--- src/rtl/mole_scheduler.sv ---
// rtl/mole_scheduler.sv - whack-a-mole round scheduler: gap/show timing, mole pick, hit/miss scoring
//
// Ports:
//   game_clk   in   system clock, rising edge
//   rst        in   synchronous active-high reset
//   tick       in   timebase enable; gap/window timers advance only when high
//   start      in   begin a game (honoured only in IDLE and DONE)
//   rnd[7:0]   in   free-running random value; rnd[2:0] picks the mole
//   toggle[7:0] in  one-cycle pulse per switch flip, bit n = switch n
//   mole[7:0]  out  one-hot LED of the visible mole, 0 when none
//   hit        out  one-cycle pulse when the visible mole is whacked
//   miss       out  one-cycle pulse when the mole is lost (timeout or wrong switch)
//   round[7:0] out  moles resolved in the current game
//   busy       out  high while in GAP or SHOW
//   game_over  out  high while in DONE
module mole_scheduler #(
  parameter logic [7:0] WIN_INIT  = 8'd200,
  parameter logic [7:0] WIN_MIN   = 8'd40,
  parameter logic [7:0] WIN_STEP  = 8'd8,
  parameter logic [7:0] GAP_TICKS = 8'd25,
  parameter logic [7:0] ROUNDS    = 8'd60
) (
  input  logic       game_clk,
  input  logic       rst,
  input  logic       tick,
  input  logic       start,
  input  logic [7:0] rnd,
  input  logic [7:0] toggle,
  output logic [7:0] mole,
  output logic       hit,
  output logic       miss,
  output logic [7:0] round,
  output logic       busy,
  output logic       game_over
);

  typedef enum logic [1:0] {IDLE, GAP, SHOW, DONE} state_t;

  state_t     state, state_n;
  logic [7:0] mole_n, round_n;
  logic [7:0] window, window_n;
  logic [7:0] gap_cnt, gap_cnt_n;
  logic [7:0] win_cnt, win_cnt_n;
  logic [2:0] prev_idx, prev_idx_n, idx;
  logic [7:0] win_dec;
  logic       hit_n, miss_n, resolve, last_round;

  // Never show the same mole twice in a row: bump a repeated index by one.
  assign idx = (rnd[2:0] == prev_idx) ? rnd[2:0] + 3'd1 : rnd[2:0];

  // Shrink the window after a hit, clamped at WIN_MIN without 8-bit underflow.
  assign win_dec = ((window < WIN_STEP) || ((window - WIN_STEP) < WIN_MIN))
                   ? WIN_MIN : window - WIN_STEP;

  // ROUNDS of 0 behaves like 1, so compare with >= in 9 bits.
  assign last_round = ({1'b0, round} + 9'd1) >= {1'b0, ROUNDS};

  always_comb begin
    state_n    = state;
    mole_n     = mole;
    round_n    = round;
    window_n   = window;
    gap_cnt_n  = gap_cnt;
    win_cnt_n  = win_cnt;
    prev_idx_n = prev_idx;
    hit_n      = 1'b0;
    miss_n     = 1'b0;
    resolve    = 1'b0;

    case (state)
      IDLE, DONE: begin
        mole_n = 8'd0;
        if (start) begin
          round_n   = 8'd0;
          window_n  = WIN_INIT;
          gap_cnt_n = GAP_TICKS;
          state_n   = GAP;
        end
      end

      GAP: begin
        mole_n = 8'd0;
        if (tick) begin
          // A count of 0 is treated as 1 so a zero parameter still means one tick.
          if (gap_cnt <= 8'd1) begin
            state_n    = SHOW;
            mole_n     = 8'd1 << idx;
            prev_idx_n = idx;
            win_cnt_n  = window;
            gap_cnt_n  = 8'd0;
          end else begin
            gap_cnt_n = gap_cnt - 8'd1;
          end
        end
      end

      SHOW: begin
        // Priority: hit, then wrong switch, then timeout.
        if ((toggle & mole) != 8'd0) begin
          hit_n    = 1'b1;
          window_n = win_dec;
          resolve  = 1'b1;
        end else if ((toggle & ~mole) != 8'd0) begin
          miss_n  = 1'b1;
          resolve = 1'b1;
        end else if (tick && (win_cnt <= 8'd1)) begin
          miss_n  = 1'b1;
          resolve = 1'b1;
        end else if (tick) begin
          win_cnt_n = win_cnt - 8'd1;
        end

        if (resolve) begin
          mole_n    = 8'd0;
          round_n   = round + 8'd1;
          win_cnt_n = 8'd0;
          gap_cnt_n = GAP_TICKS;
          state_n   = last_round ? DONE : GAP;
        end
      end

      default: state_n = IDLE;
    endcase
  end

  always_ff @(posedge game_clk) begin
    if (rst) begin
      state     <= IDLE;
      mole      <= 8'd0;
      hit       <= 1'b0;
      miss      <= 1'b0;
      round     <= 8'd0;
      busy      <= 1'b0;
      game_over <= 1'b0;
      window    <= WIN_INIT;
      gap_cnt   <= 8'd0;
      win_cnt   <= 8'd0;
      prev_idx  <= 3'd0;
    end else begin
      state     <= state_n;
      mole      <= mole_n;
      hit       <= hit_n;
      miss      <= miss_n;
      round     <= round_n;
      busy      <= (state_n == GAP) || (state_n == SHOW);
      game_over <= (state_n == DONE);
      window    <= window_n;
      gap_cnt   <= gap_cnt_n;
      win_cnt   <= win_cnt_n;
      prev_idx  <= prev_idx_n;
    end
  end

endmodule

--- config.mk ---
export PLATFORM = sky130hd
export DESIGN_NAME = mole_scheduler
export DESIGN_NICKNAME = d
export VERILOG_FILES = /design/src/rtl/mole_scheduler.sv
export SDC_FILE = /design/constraint.sdc
export NUM_CORES = 1
export LEC_CHECK = 0
export CORE_ASPECT_RATIO = 1.1
export CORE_MARGIN = 2
export CORE_UTILIZATION = 49
export DETAILED_ROUTE_END_ITERATION = 8
export GPL_TIMING_DRIVEN = 0
export PLACE_DENSITY = 0.73
export RECOVER_POWER = 25
export SLEW_MARGIN = 25
export SYNTH_ARGS = -nofsm -noshare
export SYNTH_HDL_FRONTEND = slang
export SYNTH_SLANG_ARGS = --single-unit
--- constraint.sdc ---
create_clock -name game_clk -period 5.7 [get_ports game_clk]
set_input_delay 0.57 -clock game_clk [delete_from_list [all_inputs] [get_ports game_clk]]
set_output_delay 0.57 -clock game_clk [all_outputs]
set_load 0.02 [all_outputs]
* After elaboration in Yosys (flattened, before gate mapping)
Index checks and enable logic that the tools add are counted.
** Cells by class
- Add/sub/neg operators :: 6
- Order comparisons :: 5
- Equal/unequal tests :: 16
- Shift-type cells :: 1
- Multiplexer cells :: 36
- Bitwise operators :: 4
- Reduce and logical (&&, ||, !) cells :: 16
** Operator list (count)
- 8-bit two-way mux :: 19
- 8-bit case mux with 2 select lines :: 3
- 8-bit case mux with 3 select lines :: 2
- 8-bit AND :: 2
- 8-bit by 1-bit less-or-equal comparator with 1-bit output (second input constant) :: 2
- 8-bit nonzero test :: 2
- 8-bit by 1-bit subtractor with 8-bit output (second input constant) :: 2
- 3-bit != test (second input constant) :: 4
- 3-bit AND reduction :: 4
- 2-bit two-way mux :: 5
- 2-bit != test (second input constant) :: 5
- 8-bit by 1-bit adder with 9-bit output (second input constant) :: 1
- 9-bit by 6-bit greater-or-equal comparator with 1-bit output (second input constant) :: 1
- 8-bit by 1-bit adder with 8-bit output (second input constant) :: 1
- 2-bit equality test (second input constant) :: 4
- 8-bit by 4-bit < comparator with 1-bit output (second input constant) :: 1
- 8-bit by 6-bit < comparator with 1-bit output (second input constant) :: 1
- 8-bit NOT :: 1
- 1-bit by 3-bit << shifter with 8-bit output (first input constant) :: 1
- 8-bit by 4-bit subtractor with 8-bit output (second input constant) :: 1
- 7-bit AND reduction :: 1
- 2-bit case mux with 3 select lines :: 1
- 1-bit two-way mux :: 5
- 2-bit by 1-bit equality test with 1-bit output (second input constant) :: 2
- other kinds (10) :: 13
** Word-level totals
- Register bits after elaboration :: 49
- Bits of input ports :: 20
- Output and inout bits :: 20
- Logic and storage cells :: 95

* Longest topological paths before layout
Gate-level depths: netlist (run 1).
- Depth after elaboration :: 10
- Depth in mapped cells :: 10
- Gate-level depth less buffers :: 10

* Least setup slack after synthesis (run 1)
OpenSTA, ideal clock, no wires.
- Path kind :: reg2reg
- Start :: register gap_cnt[0]
- End :: register busy
- Library setup time :: 0.126 ns
- Arrival time :: 2.220 ns
- Data required time :: 5.574 ns
- Setup slack :: 3.354 ns
- Cell stages (with the launch flop) :: 11
- Path buffers :: 0
- Clock period less this slack :: 2.346 ns
- Cells stage by stage :: dfxtp_1 inv_1 ha_1 or2_1 and3_1 and3_1 or3_1 a21oi_1 a21oi_1 ha_1 nor2b_1
** On the way
- Cells in the longest elaborated chain, start to end :: 6
- Elaborated cells on any way between the ends :: 7
- Classes of those cells :: 1 x order compare; 2 x eq/ne; 3 x mux; 1 x reduce/logical
** RTL lines
- start, declared :: line 42 : logic [7:0] gap_cnt, gap_cnt_n;
- start signal, assigned :: line 148 : gap_cnt <= gap_cnt_n;
- 8-bit by 1-bit less-or-equal comparator with 1-bit output * :: line 85 : if (gap_cnt <= 8'd1) begin
- 2-bit two-way mux * :: line 85
- 2-bit two-way mux * :: line 83 : if (tick) begin
- 2-bit case mux with 3 select lines * :: line 70 : case (state)
- 2-bit by 1-bit equality test with 1-bit output or 2-bit equality test (tied branches) :: line 145 : busy <= (state_n == GAP) || (state_n == SHOW);
- 1-bit logical OR * :: line 145
- end signal, assigned :: line 145
- end, declared :: line 33 : output logic busy,
Every way passes the cells marked *; elsewhere a longest branch is shown, timed or not.
A chain may end at the register's enable or synchronous reset.

* Worst setup path in the final report (run 1)
- Start :: input toggle[4]
- End :: register win_cnt[0]
** On the way
- Cells in the longest elaborated chain, start to end :: 7
- Elaborated cells on any way between the ends :: 14
- Classes of those cells :: 4 x eq/ne; 5 x mux; 2 x bitwise; 3 x reduce/logical
** RTL lines
- start, declared :: line 28 : input logic [7:0] toggle,
- 8-bit AND :: line 103 : end else if ((toggle & ~mole) != 8'd0) begin
- 8-bit nonzero test :: line 103
- 1-bit two-way mux :: line 103
- 1-bit two-way mux :: line 99 : if ((toggle & mole) != 8'd0) begin
- 1-bit two-way mux :: line 70
- 3-bit != test (no source line) or 8-bit two-way mux (tied branches)
- 7-bit AND reduction (no source line) or 8-bit case mux with 2 select lines (tied branches)
- end signal, assigned :: line 149 : win_cnt <= win_cnt_n;
- end, declared :: line 43 : logic [7:0] win_cnt, win_cnt_n;
Parallel ways exist; a longest one is shown, timed or not. The select of a mux whose other input is x is not followed.

==> results of run 1 <==
[state kept, by name, indices dropped and copies added, names as in the netlist]
register and cells:
busy 1, state 2, round 8, game_over 1, window 5, mole 8
gap_cnt 8, prev_idx 3, win_cnt 8, hit 1, miss 1
[cell type report]
type	instances	area, sq um
Clock inverter	1	30.0
Buffer	15	57.6
Clock buffer	6	82.6
Tap cell	75	93.8
Multi-Input combinational cell	274	1660
Inverter	19	71.3
Fill cell	496	2110
Timing Repair Buffer	33	330
Sequential cell	46	921
[final timing paths]
| path | depth (start not counted) | slack, ps | from | endpoint |
|---|---|---|---|---|
| min | 2 | 480 | window[4]$_SDFFE_PP0P_ | window[4]$_SDFFE_PP0P_ |
| max | 9 | 2940 | toggle[4] | win_cnt[0]$_SDFFE_PP0P_ |
| max reg2reg | 9 | 3110 | win_cnt[0]$_SDFFE_PP0P_ | busy$_SDFF_PP0_ |
| min reg2reg | 2 | 480 | window[4]$_SDFFE_PP0P_ | window[4]$_SDFFE_PP0P_ |
[metrics by stage]
step | utilization (%) | worst slack, ps | area (sq um) | std cells | power (mW)
4_1_cts | 60.6 | 2950 | 3250 | 469 | 1.24
6_report | 60.6 | 2940 | 3250 | 469 | 1.25
2_1_floorplan | - | 3350 | 2710 | 354 | 0.839
3_3_place_gp | 58.5 | 2640 | 3130 | 462 | 0.983
3_5_place_dp | 58.5 | 2630 | 3130 | 462 | 0.988
5_1_grt | 60.6 | 2770 | 3250 | 469 | 1.35
[where the power goes]
| group | total [mW] | leakage, nW | internal, mW | switching (mW) |
|---|---|---|---|---|
| sequential | 0.404 | 0.373 | 0.368 | 0.0366 |
| combinational | 0.592 | 0.725 | 0.211 | 0.381 |
| clock | 0.251 | 0.0573 | 0.140 | 0.111 |
| total | 1.25 | 1.16 | 0.719 | 0.528 |
[routing by layer]
layer	GRT usage, %	vias to the layer above	routed length [um]
met5	0	-	0
met4	7.32	0	113
met3	3.56	11	342
met2	39.7	98	3280
met1	32.9	1259	3120
li1	-	1373	-
[synthesized netlist by cell type (all sizes together) (2+ instances only)]
library cell  number
and2               4
o32ai              2
and3               4
nand2b             7
o21ai             22
inv               19
or4                3
nand3b             2
nand3             21
o22ai              6
a2bb2oi            2
clkbuf            14
xnor2              3
a22oi              5
mux2               2
nor3               5
nand2             37
a21o               2
o41ai              2
o31ai              5
or3                9
o211ai             2
a21oi             39
or2                2
ha                10
nor4               5
nor3b              2
a211oi             5
nor2b             12
nand4             12
dfxtp             46
a31oi              4
a2111oi            2
nor2              25
[cells by family (layout without fill, tap and decap cells)]
logic type / count (synthesis) / count (layout) / synth area share (%)
adder cells (fa/ha/maj): 10 / 10 / 4.62
multiplexers: 3 / 3 / 1.20
flip-flops: 46 / 46 / 34.0
buffers and inverters: 34 / 74 / 4.76
XOR/XNOR: 4 / 4 / 1.29
AO/OA/AOI/OAI: 105 / 105 / 25.0
AND/OR/NAND/NOR: 152 / 152 / 29.1
[worst reg2reg max path, stage by stage, from the launching register on]
cell and delay, ps:
dfxtp_1 420, inv_1 80, ha_1 250, o2111ai_1 400, nand4_1 410, o211a_1 270
a21oi_1 160, a21oi_1 70, ha_1 290, nor2b_1 120
==> impl_metrics.env, run 1 <==
export IMPL_hold_slack_ps=483
export IMPL_slowest_stage="clkdlybuf4s50_1"
export IMPL_drtPass1Iterations=9
export IMPL_yosysWarnings=0
export IMPL_synth_top_area_cell="dfxtp_1"
export IMPL_die_x_um=74.9
export IMPL_layout_commonest_cell="dfxtp_1"
export IMPL_setup_worst_path_start_class="input port"
export IMPL_clock_fmax_mhz=363
export IMPL_critPathKind="input port to flip-flop"
export IMPL_slew_headroom_pct=49.7
export IMPL_row_count=28
export IMPL_antennaDiodeCount=0
export IMPL_worstPathRequired_ps=5930
export IMPL_clock_root_buffer="clkbuf_8"
export IMPL_synth_top_area_share_pct=34.0
export IMPL_ys_async_sr_fraction_pct=0
export IMPL_rsz0062_at_grt="no"
export IMPL_grt_total_usage_pct=24.3
export IMPL_drc=1
export IMPL_syn_nets=384
export IMPL_grt_max_degree=14
export IMPL_clkTransAtPathRegs_ps=90
export IMPL_gp_congestion=0.933
export IMPL_crit_chain="clkdlybuf4s50_1, a22oi_1, and4_1, nand2_1, clkbuf_1, nor2_1, clkbuf_1, nand3_1, a21oi_1"
export IMPL_period_needed_ps=2760
export IMPL_yosys_register_bits=46
export IMPL_ant_nets=0
export IMPL_area_growth_pct=19.8
export IMPL_critical_path_max_stage_delay_ps=470
export IMPL_critPathCaptureType="flip-flop"
export IMPL_cts_sinks=46
export IMPL_drt_initial_drc_count=280
export IMPL_netlist_area_sq_um=2710
export IMPL_setup_tns_ps=0
export IMPL_clockBufferDepth=2
export IMPL_worstPathArrival_ps=2990
export IMPL_yosysUniqueCellTypes=48
export IMPL_path_max_fanout=10
export IMPL_grt_pass1_vias=2532
export IMPL_ys_seq_area_share_pct=34.0
export IMPL_cts_hold_buf=0
export IMPL_detail_route_wirelength_mm=6.85
export IMPL_postCtsResizedCells=0
export IMPL_avgSynthCellArea_sq_um=7.66
export IMPL_violations="design-rule violations"
export IMPL_routedWlPerCell_um=14.6
export IMPL_finalSetupViolations=0
export IMPL_core_area_sq_um=5360
export IMPL_vias=2741
export IMPL_power_density_nw_per_um2=384
export IMPL_clock_latency_ps=310
export IMPL_cts_buffers=5
export IMPL_avgViaCountPerCell=5.84
export IMPL_fin_crit_sh_pct=48.3
export IMPL_fin_skew_ps=9.63
export IMPL_crit_buf_inv=3
export IMPL_synth_area_leaders="dfxtp_1 (34%), a21oi_1 (7.2%), nand2_1 (5.1%)"
export IMPL_leakage_nw=1.16
export IMPL_die_y_um=82
export IMPL_mostFrequentLayoutCells="dfxtp_1 (46), a21oi_1 (39), nand2_1 (37)"
export IMPL_synth_cells=354
export IMPL_nets=424
export IMPL_hpwl_mm=5.13
export IMPL_antenna_found_initial=0
export IMPL_drv_slew=0
export IMPL_post_cts_buffers=0
export IMPL_path_common_cell="clkbuf_1"
export IMPL_htreeDepth=2
export IMPL_cts_tree="built"
export IMPL_max_cap_violations=0
export IMPL_drive_gt1_share_pct=3.30
export IMPL_grt_pass1_wl_mm=11.6
export IMPL_worstHoldPathType="flip-flop to flip-flop"
export IMPL_synthFlopType="dfxtp_1"
export IMPL_status="finished, violations left"
export IMPL_worst_pin_slew_ps=747
export IMPL_grt_ovfl_total=0
export IMPL_finalHoldViolations=0
export IMPL_start_util_pct=50.6
export IMPL_io_buffer_count=33
export IMPL_num_io_pins=40
export IMPL_critPathTopFamily="buffers and inverters"
export IMPL_die_area_sq_um=6140
export IMPL_irDropWorstVdd_v=0.000263
export IMPL_synth_edf_count=0
Note: power is estimated with default switching activity, not from simulation.
==> run 2, diff against run 1 <==
--- a/config.mk
+++ b/config.mk
@@ -10,7 +10,7 @@
 export CORE_UTILIZATION = 49
 export DETAILED_ROUTE_END_ITERATION = 8
 export GPL_TIMING_DRIVEN = 0
-export PLACE_DENSITY = 0.73
+export PLACE_DENSITY = 0.76
 export RECOVER_POWER = 25
 export SLEW_MARGIN = 25
 export SYNTH_ARGS = -nofsm -noshare
==> constraint.sdc (replaced) <==
create_clock -name game_clk -period 2.52 [get_ports game_clk]
set_input_delay 0.252 -clock game_clk [delete_from_list [all_inputs] [get_ports game_clk]]
set_output_delay 0.252 -clock game_clk [all_outputs]
set_load 0.02 [all_outputs]
==> run 2 against run 1 <==
Compared with the run above:
- the run now ends clean
- total power increased by 130%
- design area up 1.8%
- clock power grew 120%
- clock skew rose by 0.71 ps
- wire length grew 1.5%
- core utilization grew 1.1 points
- critical path depth is 1 higher
- largest power group unchanged
==> impl_metrics.env, run 2 (same netlist as run 1, synthesis figures left out) <==
export IMPL_clock_latency_ps=320
export IMPL_drive_gt1_share_pct=6.77
export IMPL_max_cap_violations=0
export IMPL_slowest_stage="dfxtp_4"
export IMPL_finalHoldViolations=0
export IMPL_rsz0062_at_grt="yes"
export IMPL_grt_pass1_wl_mm=11.6
export IMPL_min_to="prev_idx[2]$_SDFFE_PP0P_"
export IMPL_antenna_found_initial=0
export IMPL_worstHoldPathType="input port to flip-flop"
export IMPL_setup_worst_path_start_class="flip-flop"
export IMPL_path_max_fanout=6
export IMPL_vias=2745
export IMPL_die_x_um=74.9
export IMPL_row_count=28
export IMPL_hpwl_mm=4.98
export IMPL_num_io_pins=40
export IMPL_finalSetupViolations=0
export IMPL_power_density_nw_per_um2=870
export IMPL_cts_tree="built"
export IMPL_final_area_sq_um=3300
export IMPL_worstPathRequired_ps=2710
export IMPL_gp_congestion=0.925
export IMPL_min_path_cells=3
export IMPL_drc=0
export IMPL_clockBufferDepth=2
export IMPL_mostFrequentLayoutCells="dfxtp_1 (44), a21oi_1 (38), nand2_1 (37)"
export IMPL_slew_headroom_pct=51.0
export IMPL_cts_buffers=5
export IMPL_fin_crit_sh_pct=94.0
export IMPL_setup_slack_ps=151
export IMPL_htreeDepth=2
export IMPL_routedWlPerCell_um=14.7
export IMPL_die_y_um=82
export IMPL_grt_ovfl_total=0
export IMPL_r2r_cells=10
export IMPL_io_buffer_count=33
export IMPL_cts_sinks=46
export IMPL_drtPass1Iterations=4
export IMPL_grt_max_degree=14
export IMPL_crit_buf_inv=1
export IMPL_r2r_end="busy$_SDFF_PP0_"
export IMPL_core_area_sq_um=5360
export IMPL_crit_chain="inv_1, ha_2, or2_1, and3_4, and3_4, or3_1, a21oi_2, a21oi_1, ha_1, nor2b_1"
export IMPL_hold_start="tick"
export IMPL_clock_fmax_mhz=422
export IMPL_fin_skew_ps=10.3
export IMPL_layout_commonest_cell="dfxtp_1"
export IMPL_avgViaCountPerCell=5.79
export IMPL_path_common_cell="and3_4"
export IMPL_leakage_nw=1.17
export IMPL_grt_pass1_vias=2486
export IMPL_period_needed_ps=2370
export IMPL_worstPathArrival_ps=2560
export IMPL_critPathCaptureType="flip-flop"
export IMPL_critPathKind="flip-flop to flip-flop"
export IMPL_antennaDiodeCount=0
export IMPL_die_area_sq_um=6140
export IMPL_critical_path_max_stage_delay_ps=370
export IMPL_fillerInstances=510
export IMPL_ant_nets=0
export IMPL_irDropWorstVdd_v=0.000622
export IMPL_start_util_pct=50.6
export IMPL_r2r_start="gap_cnt[0]$_SDFFE_PP0P_"
export IMPL_reg2reg_slack_ps=150
export IMPL_grt_total_usage_pct=24.5
export IMPL_worst_pin_slew_ps=728
export IMPL_critPathTopFamily="simple AND/OR/NAND/NOR gates"
export IMPL_place_area_sq_um=3130
export IMPL_cts_hold_buf=0
export IMPL_drv_slew=0
export IMPL_clock_root_buffer="clkbuf_8"
export IMPL_drt_initial_drc_count=170
export IMPL_clkTransAtPathRegs_ps=80
export IMPL_area_growth_pct=21.9
export IMPL_pre_cts_ws_ps=-230
export IMPL_status="finished clean"
export IMPL_nets=428
export IMPL_detail_route_wirelength_mm=6.95
## run 2: cell types whose count changed in the layout (fill, tap and decap cells not counted), sizes merged
cell           previous run  this run
bufinv                    1         0
dlygate4sd3              16        15
clkbuf                   20        22
buf                       1         5
clkdlybuf4s50            17        18
## run 2: power by group
| group | internal [mW] | switching [mW] |
|---|---|---|
| Clock | 0.277 | 0.268 |
| Combinational | 0.527 | 0.885 |
| Sequential | 0.836 | 0.0808 |
## run 2: stage by stage
stage | power, mW | hold slack, ps | cells | setup TNS (ps) | util [%]
floorplan | 1.90 | 433 | 354 | 0 | -
global placement | 2.22 | 458 | 462 | -3100 | 58.5
detailed placement | 2.24 | 467 | 462 | -2840 | 58.5
CTS | 2.80 | 405 | 472 | 0 | 61.0
global route | 3.07 | 472 | 474 | -29.1 | 61.6
finish | 2.87 | 411 | 474 | 0 | 61.6
## run 2: worst max-delay path by stage
| stage | cells past startpoint | slack [ps] | end | startpoint |
|---|---|---|---|---|
| 6_report | 10 | 150 | busy$_SDFF_PP0_ | gap_cnt[0]$_SDFFE_PP0P_ |
| 5_1_grt | 7 | -30 | window[5]$_SDFFE_PP0P_ | state[0]$_SDFF_PP0_ |
| 4_1_cts | 10 | 50 | busy$_SDFF_PP0_ | gap_cnt[0]$_SDFFE_PP0P_ |
| 3_5_place_dp | 9 | -230 | busy$_SDFF_PP0_ | toggle[3] |
| 3_3_place_gp | 9 | -220 | busy$_SDFF_PP0_ | toggle[3] |
| 2_1_floorplan | 10 | 170 | busy$_SDFF_PP0_ | gap_cnt[0]$_SDFFE_PP0P_ |
## run 2: worst min-delay path: cells and delay by family
family | cells | cell delay [ps]
simple gates | 1 | 150
compound gates | 1 | 70
buf+inv | 1 | 200
## run 2: what timing repair did
| item | CTS | global route |
|---|---|---|
| pin swaps | 1 | 3 |
| setup endpoints to repair | 1 | 14 |
| setup buffers | 2 | 2 |
| resized for setup | 5 | 10 |
| cloned | 0 | 0 |
## run 2: final cells by class
type / count / area [sq um] / share of cell area (%)
inverters: 19 / 71.3 / 2.16
plain buffers: 15 / 60.1 / 1.82
clock buffers: 8 / 110 / 3.33
flip-flops and latches: 46 / 926 / 28.0
repair buffers: 37 / 360 / 10.9
multi-input cells: 274 / 1680 / 50.9
well taps: 75 / 93.8 / 2.84
## run 2: layer usage
layer / track usage (%) / wire (um)
met5: 0 / 0
met4: 9.11 / 123
met3: 3.44 / 315
met2: 40.0 / 3290
met1: 32.5 / 3220
==> run 3, diff against run 2 <==
--- a/config.mk
+++ b/config.mk
@@ -16,3 +16,4 @@
 export SYNTH_ARGS = -nofsm -noshare
 export SYNTH_HDL_FRONTEND = slang
 export SYNTH_SLANG_ARGS = --single-unit
+export TNS_END_PERCENT = 30
==> run 3 against run 2 <==
Compared with the run above:
- sequential share of layout area hardly changed
- final cell count stayed put
- total power down 0.61%
- first-iteration DRC count is 21% higher
- global-route usage stayed put
- combinational power barely moved
- critical path depth stayed put
- clock skew shrank 1.5 ps
- critical endpoint unchanged
- largest power group unchanged
==> impl_metrics.env, run 3 (same netlist as run 1, synthesis figures left out) <==
export IMPL_place_inst=462
export IMPL_clockBufferDepth=2
export IMPL_grt_pass1_vias=2486
export IMPL_stdcell_count=474
export IMPL_core_area_sq_um=5360
export IMPL_die_x_um=74.9
export IMPL_htreeDepth=2
export IMPL_gp_congestion=0.925
export IMPL_r2r_start="gap_cnt[0]$_SDFFE_PP0P_"
export IMPL_fin_crit_sh_pct=96.2
export IMPL_mostFrequentLayoutCells="dfxtp_1 (44), a21oi_1 (38), nand2_1 (37)"
export IMPL_fin_skew_ps=8.86
export IMPL_hpwl_mm=4.98
export IMPL_detail_route_wirelength_mm=6.95
export IMPL_routedWlPerCell_um=14.7
export IMPL_die_y_um=82
export IMPL_cts_hold_buf=0
export IMPL_io_buffer_count=33
export IMPL_grt_total_usage_pct=24.5
export IMPL_area_growth_pct=21.7
export IMPL_die_area_sq_um=6140
export IMPL_worstHoldPathType="input port to flip-flop"
export IMPL_drv_slew=0
export IMPL_vias=2744
export IMPL_clock_root_buffer="clkbuf_8"
export IMPL_max_cap_violations=0
export IMPL_final_area_sq_um=3300
export IMPL_place_area_sq_um=3130
export IMPL_clock_fmax_mhz=412
export IMPL_rsz0062_at_grt="yes"
export IMPL_power_density_nw_per_um2=866
export IMPL_worstPathArrival_ps=2620
export IMPL_clkTransAtPathRegs_ps=80
export IMPL_avgViaCountPerCell=5.79
export IMPL_period_needed_ps=2420
export IMPL_fillerInstances=508
export IMPL_nets=428
export IMPL_slew_headroom_pct=51.0
export IMPL_ant_nets=0
export IMPL_grt_ovfl_total=0
export IMPL_hold_start="tick"
export IMPL_cts_buffers=5
export IMPL_finalHoldViolations=0
export IMPL_cts_tree="built"
export IMPL_start_util_pct=50.6
export IMPL_critPathKind="flip-flop to flip-flop"
export IMPL_worstPathRequired_ps=2710
export IMPL_setup_worst_path_start_class="flip-flop"
export IMPL_irDropWorstVdd_v=0.000621
export IMPL_worst_pin_slew_ps=729
export IMPL_cts_sinks=46
export IMPL_drt_initial_drc_count=205
export IMPL_drtPass1Iterations=4
export IMPL_clock_latency_ps=320
export IMPL_grt_max_degree=14
export IMPL_row_count=28
export IMPL_grt_pass1_wl_mm=11.6
export IMPL_critPathCaptureType="flip-flop"
export IMPL_leakage_nw=1.17
export IMPL_antennaDiodeCount=0
export IMPL_setup_worst_path_start="gap_cnt[0]$_SDFFE_PP0P_"
export IMPL_layout_commonest_cell="dfxtp_1"
export IMPL_antenna_found_initial=0
export IMPL_drc=0
export IMPL_finalSetupViolations=0
export IMPL_drive_gt1_share_pct=6.52
export IMPL_path_max_fanout=6
export IMPL_num_io_pins=40
export IMPL_status="finished clean"
-- run 3: area by class of cell --
type                            instances  area, sq um  share of cell area (%)
Tap cell                               75         93.8                    2.85
Clock buffer                            8          110                    3.34
Sequential cell                        46          923                    28.0
Multi-Input combinational cell        274         1680                    50.9
Buffer                                 15         58.8                    1.78
Inverter                               19         71.3                    2.16
Timing Repair Buffer                   37          360                    10.9
-- run 3: worst max-delay path, stage by stage, from the launching register on --
cell	delay, ps
dfxtp_2	360
inv_1	60
ha_2	210
or2_1	250
and3_2	220
and3_4	210
or3_1	350
a21oi_2	160
a21oi_1	60
ha_1	280
nor2b_1	130
-- run 3: repair_timing --
| item | 4_1_cts | 5_1_grt |
|---|---|---|
| buffers inserted | 2 | 2 |
| pin swaps | 1 | 2 |
| resized for setup | 5 | 5 |
| endpoints found under the setup margin | 1 | 14 |
-- run 3: worst paths after layout --
check	cells past startpoint	end	slack, ps
setup / recovery	10	busy$_SDFF_PP0_	100
hold / removal	3	prev_idx[2]$_SDFFE_PP0P_	410
setup reg to reg	10	busy$_SDFF_PP0_	100
hold reg to reg	2	gap_cnt[1]$_SDFFE_PP0P_	480
-- run 3: where the power goes --
group          leakage, nW  internal (mW)  total (mW)  switching [mW]
registers            0.374          0.833       0.914          0.0807
clock network       0.0575          0.277       0.543           0.266
logic                0.738          0.516        1.40           0.883
-- run 3: layer usage --
metal / vias up / part of all wire, % / global-route usage, %
met2: 57 / 47 / 40.0
met4: 0 / 1.6 / 9.11
met5: - / 0 / 0
li1: 1384 / - / -
met3: 8 / 4.8 / 3.44
met1: 1295 / 46 / 32.5
-- run 3: per-stage QoR --
step	TNS (ps)	power, mW	setup slack [ps]	util (%)	hold slack [ps]
after floorplan	0	1.90	174	-	433
after global placement	-3100	2.22	-221	58.5	458
after detailed placement	-2840	2.24	-230	58.5	467
after CTS	0	2.80	54.4	61.0	405
after global routing	-87.8	3.06	-34.2	61.5	472
final	0	2.86	95.4	61.5	413
==> edit: new RTL, config.mk and constraints of run 2 <==
Add an input register stage for `tick`, `start`, `rnd` and `toggle`; this delays them by one clock. Comments in the files are not updated.
--- a/src/rtl/mole_scheduler.sv
+++ b/src/rtl/mole_scheduler.sv
@@ -36,6 +36,18 @@
 
   typedef enum logic [1:0] {IDLE, GAP, SHOW, DONE} state_t;
 
+  logic tick_q;
+  logic start_q;
+  logic [7:0] rnd_q;
+  logic [7:0] toggle_q;
+
+  always_ff @(posedge game_clk) begin
+    tick_q   <= tick;
+    start_q  <= start;
+    rnd_q    <= rnd;
+    toggle_q <= toggle;
+  end
+
   state_t     state, state_n;
   logic [7:0] mole_n, round_n;
   logic [7:0] window, window_n;
@@ -46,7 +58,7 @@
   logic       hit_n, miss_n, resolve, last_round;
 
   // Never show the same mole twice in a row: bump a repeated index by one.
-  assign idx = (rnd[2:0] == prev_idx) ? rnd[2:0] + 3'd1 : rnd[2:0];
+  assign idx = (rnd_q[2:0] == prev_idx) ? rnd_q[2:0] + 3'd1 : rnd_q[2:0];
 
   // Shrink the window after a hit, clamped at WIN_MIN without 8-bit underflow.
   assign win_dec = ((window < WIN_STEP) || ((window - WIN_STEP) < WIN_MIN))
@@ -70,7 +82,7 @@
     case (state)
       IDLE, DONE: begin
         mole_n = 8'd0;
-        if (start) begin
+        if (start_q) begin
           round_n   = 8'd0;
           window_n  = WIN_INIT;
           gap_cnt_n = GAP_TICKS;
@@ -80,7 +92,7 @@
 
       GAP: begin
         mole_n = 8'd0;
-        if (tick) begin
+        if (tick_q) begin
           // A count of 0 is treated as 1 so a zero parameter still means one tick.
           if (gap_cnt <= 8'd1) begin
             state_n    = SHOW;
@@ -96,17 +108,17 @@
 
       SHOW: begin
         // Priority: hit, then wrong switch, then timeout.
-        if ((toggle & mole) != 8'd0) begin
+        if ((toggle_q & mole) != 8'd0) begin
           hit_n    = 1'b1;
           window_n = win_dec;
           resolve  = 1'b1;
-        end else if ((toggle & ~mole) != 8'd0) begin
+        end else if ((toggle_q & ~mole) != 8'd0) begin
           miss_n  = 1'b1;
           resolve = 1'b1;
-        end else if (tick && (win_cnt <= 8'd1)) begin
+        end else if (tick_q && (win_cnt <= 8'd1)) begin
           miss_n  = 1'b1;
           resolve = 1'b1;
-        end else if (tick) begin
+        end else if (tick_q) begin
           win_cnt_n = win_cnt - 8'd1;
         end
 
Formal check against the unedited RTL: not equivalent (Yosys sat finds a counterexample within 4 cycles, from zero or initial values and one cycle with rst high).
==> edit against run 2 <==
  * Area after synthesis grew 13%
  * Wire length rose by 8.5%
  * Global-route usage down 0.053 points
  * Cell area rose by 13%
  * Sequential share of layout area rose by 3.5 points
  * Critical path type unchanged
  * Largest cell class unchanged
  * Cell count grew 3.2%
  * Sequential cell count is 13 higher
  * Worst setup slack gained 0.023 ns
Power is not compared: it rests on default switching activity, and its combinational part moved more than twofold at a synthesized area within 25%.
==> edit: results (changes against run 2) <==
- The weighted congestion reported at the end of routability-driven placement is 0.8717 (-5.8%).
- The share of synthesized cell area in full adder, half adder and majority cells was 4.075% (-0.54 points).
- The number of buffers inserted during clock tree synthesis was 9 (+4).
- The count of port buffers added during placement is 34 (+3.0%).
- The wire length of the first global-routing pass was 13270 µm (+14%).
- The maximum fanout along the worst path came to 8 (+2).
- The number of nets in the synthesized netlist was 390 (+1.6%).
- The sequential element share of the synthesized area is 38.47% (+4.5 points).
- The actual slew at the worst max-slew pin was 0.6279 ns (-0.1005 ns).
- The ratio of cells with drive above 1 in the final layout is 8.557% (+1.8 points).
- The initial detailed-routing violation count came to 137 (-19%).
- The clock insertion delay at the later pin of the skew report is 0.34 ns (+0.02 ns).
- The number of nets in the layout is 435 (+1.6%).
- By area the synthesized netlist is led by dfxtp_1 (38%), a21oi_1 (4.9%), nand2_1 (4.4%).
- The post-synthesis cell type count came to 65 (+35%).
- The final wirelength was 7543 µm (+8.5%).
- The XOR/XNOR share of the synthesized area is 1.711% (+0.42 points).
- The complex-gate fraction of the synthesized area is 24.86% (-0.17 points).
- The kind of cell with the highest combined delay on the critical path is compound AO/OA/AOI/OAI gates.
- The total routing usage reported by global routing came to 24.42% (-0.053 points).
- The total via count after detailed routing is 2888 (+5.2%).
- The routing usage on met3 is 4.149% (+0.71 points).
- After synthesis, the most frequently instantiated cells are dfxtp_1 (59), nand2_1 (36), a21oi_1 (30), nor2_1 (21), inv_1 (18).
- The HPWL reported at the end of detailed placement is 5425 µm (+9.0%).
- The post-route met1 wirelength is 3266 µm (+1.5%).
- The run finished with clean final reports.
- The largest stage delay on the critical path is 0.41 ns (+0.04 ns).
- The pin count of the biggest net entering global routing is 11 (-3).
- The global routing usage on met1 came to 29.45% (-3.1 points).
## edit: cell types whose count changed in the layout (fill, tap and decap cells not counted), moves of 3 or more
cell | run 2 | this run
o22ai_1 | 6 | 0
nor2_1 | 25 | 20
a21oi_1 | 38 | 30
clkdlybuf4s50_1 | 18 | 15
clkbuf_8 | 8 | 11
nor3_1 | 5 | 9
dlygate4sd3_1 | 15 | 19
nand3_1 | 20 | 11
dfxtp_1 | 44 | 58
nand4_1 | 12 | 6
or3_1 | 9 | 6
nand3b_1 | 2 | 6
buf_4 | 4 | 0
## edit: what timing repair did
| action | in CTS | in global routing |
|---|---|---|
| resized for setup | 0 | 9 |
| endpoints found under the hold margin | 0 | 0 |
| setup endpoints to repair | 0 | 12 |
## edit: area by class of cell
type,instances,area [µm²]
Sequential cell,59,1182
Clock inverter,2,35.03
Timing Repair Buffer,34,340.3
Fill cell,522,2372
Tap cell,80,100.1
Inverter,18,67.56
Clock buffer,13,158.9
Buffer,15,68.82
Multi-Input combinational cell,268,1793
## edit: path summary, 6_finish.rpt
| path | startpoint | slack [ns] | to | cells after the start |
|---|---|---|---|---|
| worst max-delay path | win_cnt[1] | 0.17 | busy | 10 |
| worst min-delay path | rnd[2] | 0.45 | rnd_q[2] | 1 |
| worst max register to register | win_cnt[1] | 0.17 | busy | 10 |
| worst min register to register | mole[0] | 0.48 | mole[0] | 2 |
## edit: per-stage QoR
stage / instances / worst slack (ns) / total power (W) / area [µm²]
2_1_floorplan: 360 / 0.3442 / 0.001294 / 3070
3_3_place_gp: 474 / 0.1561 / 0.001393 / 3511
3_5_place_dp: 474 / 0.1319 / 0.001403 / 3511
4_1_cts: 489 / 0.1042 / 0.002254 / 3705
5_1_grt: 489 / 0.01483 / 0.002367 / 3746
6_report: 489 / 0.1739 / 0.002243 / 3746
